**src/rtl/lmg_pkg.sv**
```systemverilog
// Shared constants, FSM state encoding and slot helpers for the LMG move-list sequencer.
package lmg_pkg;

  localparam int SLOTS      = 8;
  localparam int SLOT_WIDTH = 19;
  localparam int MOVE_WIDTH = 18;

  typedef enum logic [3:0] {
    IDLE,
    RST,
    WAIT,
    POP,
    LATCH,
    SCAN,
    HDR,
    TERM,
    FIN
  } state_t;

  // Each slot carries the move in its low bits and an invalid flag just above it.
  function automatic logic [MOVE_WIDTH-1:0] slot_move(input logic [SLOT_WIDTH-1:0] slot_bits);
    return slot_bits[MOVE_WIDTH-1:0];
  endfunction

endpackage

```
**src/rtl/lmg_slot_scan.sv**
```systemverilog
// Combinational slot selector: picks one slot of a latched LMG word and flags
// whether it is valid and whether the whole word carries no valid slot.
module lmg_slot_scan #(
  parameter int SLOTS      = lmg_pkg::SLOTS,
  parameter int SLOT_WIDTH = lmg_pkg::SLOT_WIDTH,
  parameter int IDX_WIDTH  = $clog2(SLOTS)
) (
  input  logic [SLOTS*SLOT_WIDTH-1:0]     word,
  input  logic [IDX_WIDTH-1:0]            idx,
  output logic [lmg_pkg::MOVE_WIDTH-1:0]  slot,
  output logic                            slot_valid,
  output logic                            all_invalid
);
  import lmg_pkg::*;

  logic [SLOT_WIDTH-1:0] sel;
  logic [SLOTS-1:0]      invalid_flags;

  always_comb begin
    sel = word[idx*SLOT_WIDTH +: SLOT_WIDTH];
    for (int i = 0; i < SLOTS; i++) begin
      invalid_flags[i] = word[i*SLOT_WIDTH + MOVE_WIDTH];
    end
    slot        = slot_move(sel);
    slot_valid  = ~sel[MOVE_WIDTH];
    all_invalid = &invalid_flags;
  end

endmodule

```
**src/rtl/lmg_sequencer.sv**
```systemverilog
// Drains the legal-move generator FIFO into a RAM move list:
// header word (move count) at base, moves at base+1.., zero terminator after the last move.
module lmg_sequencer #(
  parameter int ADDR_WIDTH = 15,
  parameter int SLOTS      = lmg_pkg::SLOTS,
  parameter int SLOT_WIDTH = lmg_pkg::SLOT_WIDTH,
  parameter int MAX_MOVES  = 200
) (
  input  logic                        clk,
  input  logic                        reset,
  input  logic                        start,
  input  logic [ADDR_WIDTH-1:0]       base_addr,
  output logic                        lmg_reset,
  input  logic                        lmg_done,
  input  logic                        lmg_fifo_empty,
  output logic                        lmg_rden,
  input  logic [SLOTS*SLOT_WIDTH-1:0] lmg_fifo_out,
  output logic                        ram_wren,
  output logic [ADDR_WIDTH-1:0]       ram_wraddr,
  output logic [31:0]                 ram_wdata,
  output logic                        busy,
  output logic                        done,
  output logic                        overflow,
  output logic [7:0]                  move_count
);
  import lmg_pkg::*;

  localparam int IDX_WIDTH = $clog2(SLOTS);

  state_t                      state, state_next;
  logic [ADDR_WIDTH-1:0]       base;
  logic [SLOTS*SLOT_WIDTH-1:0] word;
  logic [IDX_WIDTH-1:0]        slot_idx;
  logic                        rst_cnt;
  logic                        start_q;
  logic [MOVE_WIDTH-1:0]       slot;
  logic                        slot_valid;
  logic                        all_invalid;
  logic [ADDR_WIDTH-1:0]       tail_addr;
  logic                        start_rise;
  logic                        abort;
  logic                        last_slot;
  logic                        at_capacity;

  lmg_slot_scan #(
    .SLOTS      (SLOTS),
    .SLOT_WIDTH (SLOT_WIDTH),
    .IDX_WIDTH  (IDX_WIDTH)
  ) u_scan (
    .word        (word),
    .idx         (slot_idx),
    .slot        (slot),
    .slot_valid  (slot_valid),
    .all_invalid (all_invalid)
  );

  // Address one past the current list end; wraps modulo the RAM size.
  assign tail_addr   = base + ADDR_WIDTH'(move_count) + ADDR_WIDTH'(1);
  assign start_rise  = start & ~start_q;
  assign abort       = ~start & (state != IDLE) & (state != FIN);
  assign last_slot   = (slot_idx == IDX_WIDTH'(SLOTS - 1));
  assign at_capacity = (move_count == 8'(MAX_MOVES - 1));

  always_comb begin
    state_next = state;
    lmg_reset  = 1'b0;
    lmg_rden   = 1'b0;
    ram_wren   = 1'b0;
    ram_wraddr = '0;
    ram_wdata  = '0;
    busy       = (state != IDLE) && (state != FIN);
    done       = (state == FIN);
    if (abort) begin
      state_next = IDLE;
    end else begin
      case (state)
        IDLE:  if (start_rise) state_next = RST;
        RST: begin
          lmg_reset = 1'b1;
          if (rst_cnt) state_next = WAIT;
        end
        WAIT:  if (lmg_done) state_next = lmg_fifo_empty ? HDR : POP;
        POP: begin
          lmg_rden   = 1'b1;
          state_next = LATCH;
        end
        LATCH: state_next = SCAN;
        SCAN: begin
          if (slot_valid) begin
            ram_wren   = 1'b1;
            ram_wraddr = tail_addr;
            ram_wdata  = {{(32-MOVE_WIDTH){1'b0}}, slot};
          end
          if (slot_valid && at_capacity) state_next = HDR;
          else if (last_slot)            state_next = all_invalid ? HDR : WAIT;
        end
        HDR: begin
          ram_wren   = 1'b1;
          ram_wraddr = base;
          ram_wdata  = {24'd0, move_count};
          state_next = TERM;
        end
        TERM: begin
          ram_wren   = 1'b1;
          ram_wraddr = tail_addr;
          state_next = FIN;
        end
        FIN:   if (!start) state_next = IDLE;
        default: state_next = IDLE;
      endcase
    end
  end

  // Datapath registers follow the state that is active this cycle; an abort skips the scan update.
  always_ff @(posedge clk or negedge reset) begin
    if (!reset) begin
      state      <= IDLE;
      base       <= '0;
      word       <= '0;
      slot_idx   <= '0;
      rst_cnt    <= 1'b0;
      start_q    <= 1'b0;
      move_count <= '0;
      overflow   <= 1'b0;
    end else begin
      state   <= state_next;
      start_q <= start;
      case (state)
        IDLE: begin
          if (start_rise) begin
            base       <= base_addr;
            move_count <= '0;
            overflow   <= 1'b0;
            rst_cnt    <= 1'b0;
          end
        end
        RST:   rst_cnt <= 1'b1;
        LATCH: begin
          word     <= lmg_fifo_out;
          slot_idx <= '0;
        end
        SCAN: begin
          if (!abort) begin
            if (slot_valid) move_count <= move_count + 8'd1;
            if (slot_valid && at_capacity) overflow <= 1'b1;
            slot_idx <= slot_idx + 1'b1;
          end
        end
        default: ;
      endcase
    end
  end

endmodule

```
**config.mk**
```make
export PLATFORM = sky130hd
export DESIGN_NAME = lmg_sequencer
export DESIGN_NICKNAME = d
export VERILOG_FILES = /design/src/rtl/lmg_pkg.sv /design/src/rtl/lmg_slot_scan.sv /design/src/rtl/lmg_sequencer.sv
export SDC_FILE = /design/constraint.sdc
export NUM_CORES = 1
export LEC_CHECK = 0
export ABC_AREA = 1
export CAP_MARGIN = 20
export CELL_PAD_IN_SITES_DETAIL_PLACEMENT = 2
export CELL_PAD_IN_SITES_GLOBAL_PLACEMENT = 2
export CORE_UTILIZATION = 30
export CTS_CLUSTER_SIZE = 24
export DETAILED_ROUTE_END_ITERATION = 10
export PLACE_DENSITY = 0.87
export SLEW_MARGIN = 20
export SYNTH_ARGS = -nofsm -noshare
export SYNTH_HDL_FRONTEND = slang
export SYNTH_HIERARCHICAL = 1
export SYNTH_SLANG_ARGS = --single-unit
```
**constraint.sdc**
```tcl
create_clock -name clk -period 3.7 [get_ports clk]
set_clock_uncertainty 0.15 [all_clocks]
set_input_delay 0.37 -clock clk [delete_from_list [all_inputs] [get_ports clk]]
set_output_delay 0.37 -clock clk [all_outputs]
set_load 0.01 [all_outputs]
```
==> results.toml <==
[run_status]
status = "complete, no violations"

[layout]
design.final.nets = 1966
post_route_cells_drive_above_1_share_pct = 5.40
area_delta_synth_final_pct = 30.3
final_util_pct = 39.9
fill_cells = 4185

[critical_path]
timing.critical_path.cells = "buf_4 -> nand3_1 -> nand2_1 -> nand2_1 -> nand2_1 -> inv_1 -> nor2_8 -> inv_4 -> nand2_8 -> inv_2 -> nor2_1 -> a21oi_1 -> nor2_1 -> clkdlybuf4s50_1"
startpoint_types = "flip-flop"
worst-endpoint-arrival_ns = 2.99
path_buf_inv = 5
end_kind = "output port"
crit_path_max_incr_delay_ns = 0.56
cp_dominant_cell_by_count = "nand2_1"
setup.worst_path.class = "reg2out"
critical-path-slowest-cell = "clkdlybuf4s50_1"
path_delay_family = "buffers and inverters"
critical_path.max_fanout = 20
worst_ep_required_time_ns = 3.18
r2r_setup_slack_ns = 1.31

[pwr]
ratio_of_total_power_to_cell_area_nw_per_um2 = 745
p_leak_nw = 7.37
max-vdd-ir-drop_mv = 0.349

[global_route]
fraction_of_met1_tracks_used_by_global_routing_pct = 28.4
grt_start_max_net_pins = 154
grt.total_usage_pct = 22.9
number_of_antenna_violations_at_the_first_check_in_global_routing = 2
groute.layer.met2.usage_pct = 40.9
top_usage_layer = "met2"
grt_overflow = 0
first_global_vias = 11800
global_route_wire_length_before_repair_mm = 63.6
grt_util_met3_pct = 3.65

[detailed_routing]
num_vias = 10600
avgViaCountPerCell = 4.69
drt_iter0_drc = 457
drc = 0
routedWlPerCell_um = 18.0
finalWirelength_mm = 40.6
drt_pass1_iterations = 5
drtAntennaViolNets = 0

[die]
fp.dieW_um = 190
pin_count = 233
die_h_um = 190
start_util_pct = 30.6
total_die_area_um2 = 36100
core_area_um2 = 34700
rows = 68

[cts]
cts_tree = "built"
worst_skew_pair_later_pin_latency_ns = 0.46
clock_tree.buffer_depth = 2
cts_sinks = 185
cts_root_buffer = "clkbuf_16"
clkSlewWorstSetupHoldPaths_ns = 0.08
cts_made_buffers = 17
htree_levels = 4

[timing]
slew_of_the_pin_with_the_lowest_slew_margin_ns = 0.834
setup_repair_after_global_routing_missed_its_margin = "no"
slew_headroom_pct = 44.4
finalCriticalPeriod_ns = 3.51
setup_violators_final = 0
min_period_over_period_pct = 94.7
max_clock_freq_mhz = 285
timing_max_transition_violations_final = 0
hold_violations = 0
timing.setup.tns_ns = 0

[synthesis]
synth_seq_area_share_pct = 43.6
synthDistinctLibCells = 43
ys_ff_latch = 185
synthArstFlopShare_pct = 100
synth-warning-count = 6
synthCells = 1588
avgSynthCellArea_um2 = 6.68
yosysTopAreaCell = "dfrtp_1"
synthMostInstantiatedCell = "nand2_1"
ys_top_cells_by_count = "858 x nand2_1, 190 x inv_1, 185 x dfrtp_1, 107 x nand3_1, 44 x nor2_1"
post_synth_instance_area_um2 = 10600
synth_edf_count = 0
synth.area.top_cells = "dfrtp_1 44%, nand2_1 30%, inv_1 6.7%"
ys.flop_type = "dfrtp_1"
post-synth-top-area-fraction_pct = 43.6

[place]
portBuffers = 218
finalWeightedCongestion = 0.871
hpwl_mm = 29.5

[run]
drv_cap = 0

[worst_hold_path]
worst_hold_path_type = "in2reg"
-- cell type report --
cell class	instances	area [µm²]	share of cell area, %
antenna	2	5.00	0.0362
clock buffer	22	454	3.28
clock inverter	10	119	0.859
inverter	204	778	5.63
multi-input combinational	1128	4800	34.7
sequential	185	4630	33.5
tap	455	569	4.12
timing repair buffer	246	2480	17.9
-- registers in the layout (all words and copies together) (netlist names) --
signal      cells
slot_idx        3
state           4
move_count      8
rst_cnt         1
start_q         1
overflow        1
word          152
base           15
-- layout by cell type (no fill, tap or decap), drive strengths merged, types with 3 or more instances in the layout --
cell type and n:
dfrtp 185, nand3 109, nor3 7, nand4 8, o21ai 22, dlygate4sd2 3
ha 11, nor2 50, nand2 863, clkinv 5, inv 204, buf 25
conb 14, clkinvlp 3, a21oi 25, clkbuf 25, xor2 3, clkdlybuf4s50 212
-- worst paths after layout --
| check | cells after the start | from | to |
|---|---|---|---|
| max | 14 | slot_idx[1]$_DFFE_PN0P_ | ram_wraddr[4] |
| min | 1 | start | start_q$_DFF_PN0_ |
| max reg2reg | 10 | state[0]$_DFFE_PN0P_ | state[2]$_DFFE_PN0P_ |
| min reg2reg | 2 | word[99]$_DFFE_PN0P_ | word[99]$_DFFE_PN0P_ |
| max in group asynchronous | 3 | reset | word[123]$_DFFE_PN0P_ |
| min in group asynchronous | 2 | reset | word[60]$_DFFE_PN0P_ |
-- repair_timing --
action | CTS | global route
hold buffers | 1 | 0
pin swaps | 0 | 0
setup endpoints to repair | 6 | 4
gates cloned | 0 | 2
resized for setup | 7 | 7
setup buffers | 0 | 1
endpoints found under the hold margin | 82 | 0
-- worst register-to-register path: cells and delay by family, from the launching register on --
family / cells / cell delay, ns
flops: 1 / 0.48
simple gates: 9 / 1.23
buf+inv: 1 / 0.47
-- kinds of logic after synthesis --
| kind of cell | after synthesis | share of synthesized area [%] |
|---|---|---|
| AO/OA/AOI/OAI | 58 | 3.24 |
| XOR/XNOR | 4 | 0.330 |
| adder cells (fa/ha/maj) | 12 | 1.49 |
| buffers and inverters | 288 | 11.9 |
| flip-flops | 185 | 43.6 |
| other | 1 | 0.0353 |
| AND/OR/NAND/NOR | 1040 | 39.4 |
-- where the power goes --
part	switching, mW	internal [mW]
Combinational	3.16	1.62
Sequential	0.661	3.00
Clock	0.845	1.02
Total	4.67	5.64
-- metrics by stage --
step           cells  setup slack [ns]  hold WS, ns  instance area [µm²]  power, mW
2_1_floorplan   1601              1.20      -0.0756                10700       6.74
3_3_place_gp    2214             0.577        0.305                13100       8.03
3_5_place_dp    2214             0.402        0.311                13100       8.41
4_1_cts         2247           0.00840        0.243                13700       10.4
5_1_grt         2250            0.0226        0.257                13800       11.2
6_report        2252             0.194        0.274                13800       10.3
-- layer usage --
layer  part of all wire [%]  routed length [µm]  vias to the layer above
met5                      0                   0                        -
met4                    1.4                 562                        0
met2                     51               20500                      213
met3                    3.6                1450                       34
met1                     44               18000                     5211
li1                       -                   -                     5101
Power figures use the tool's default switching activity.
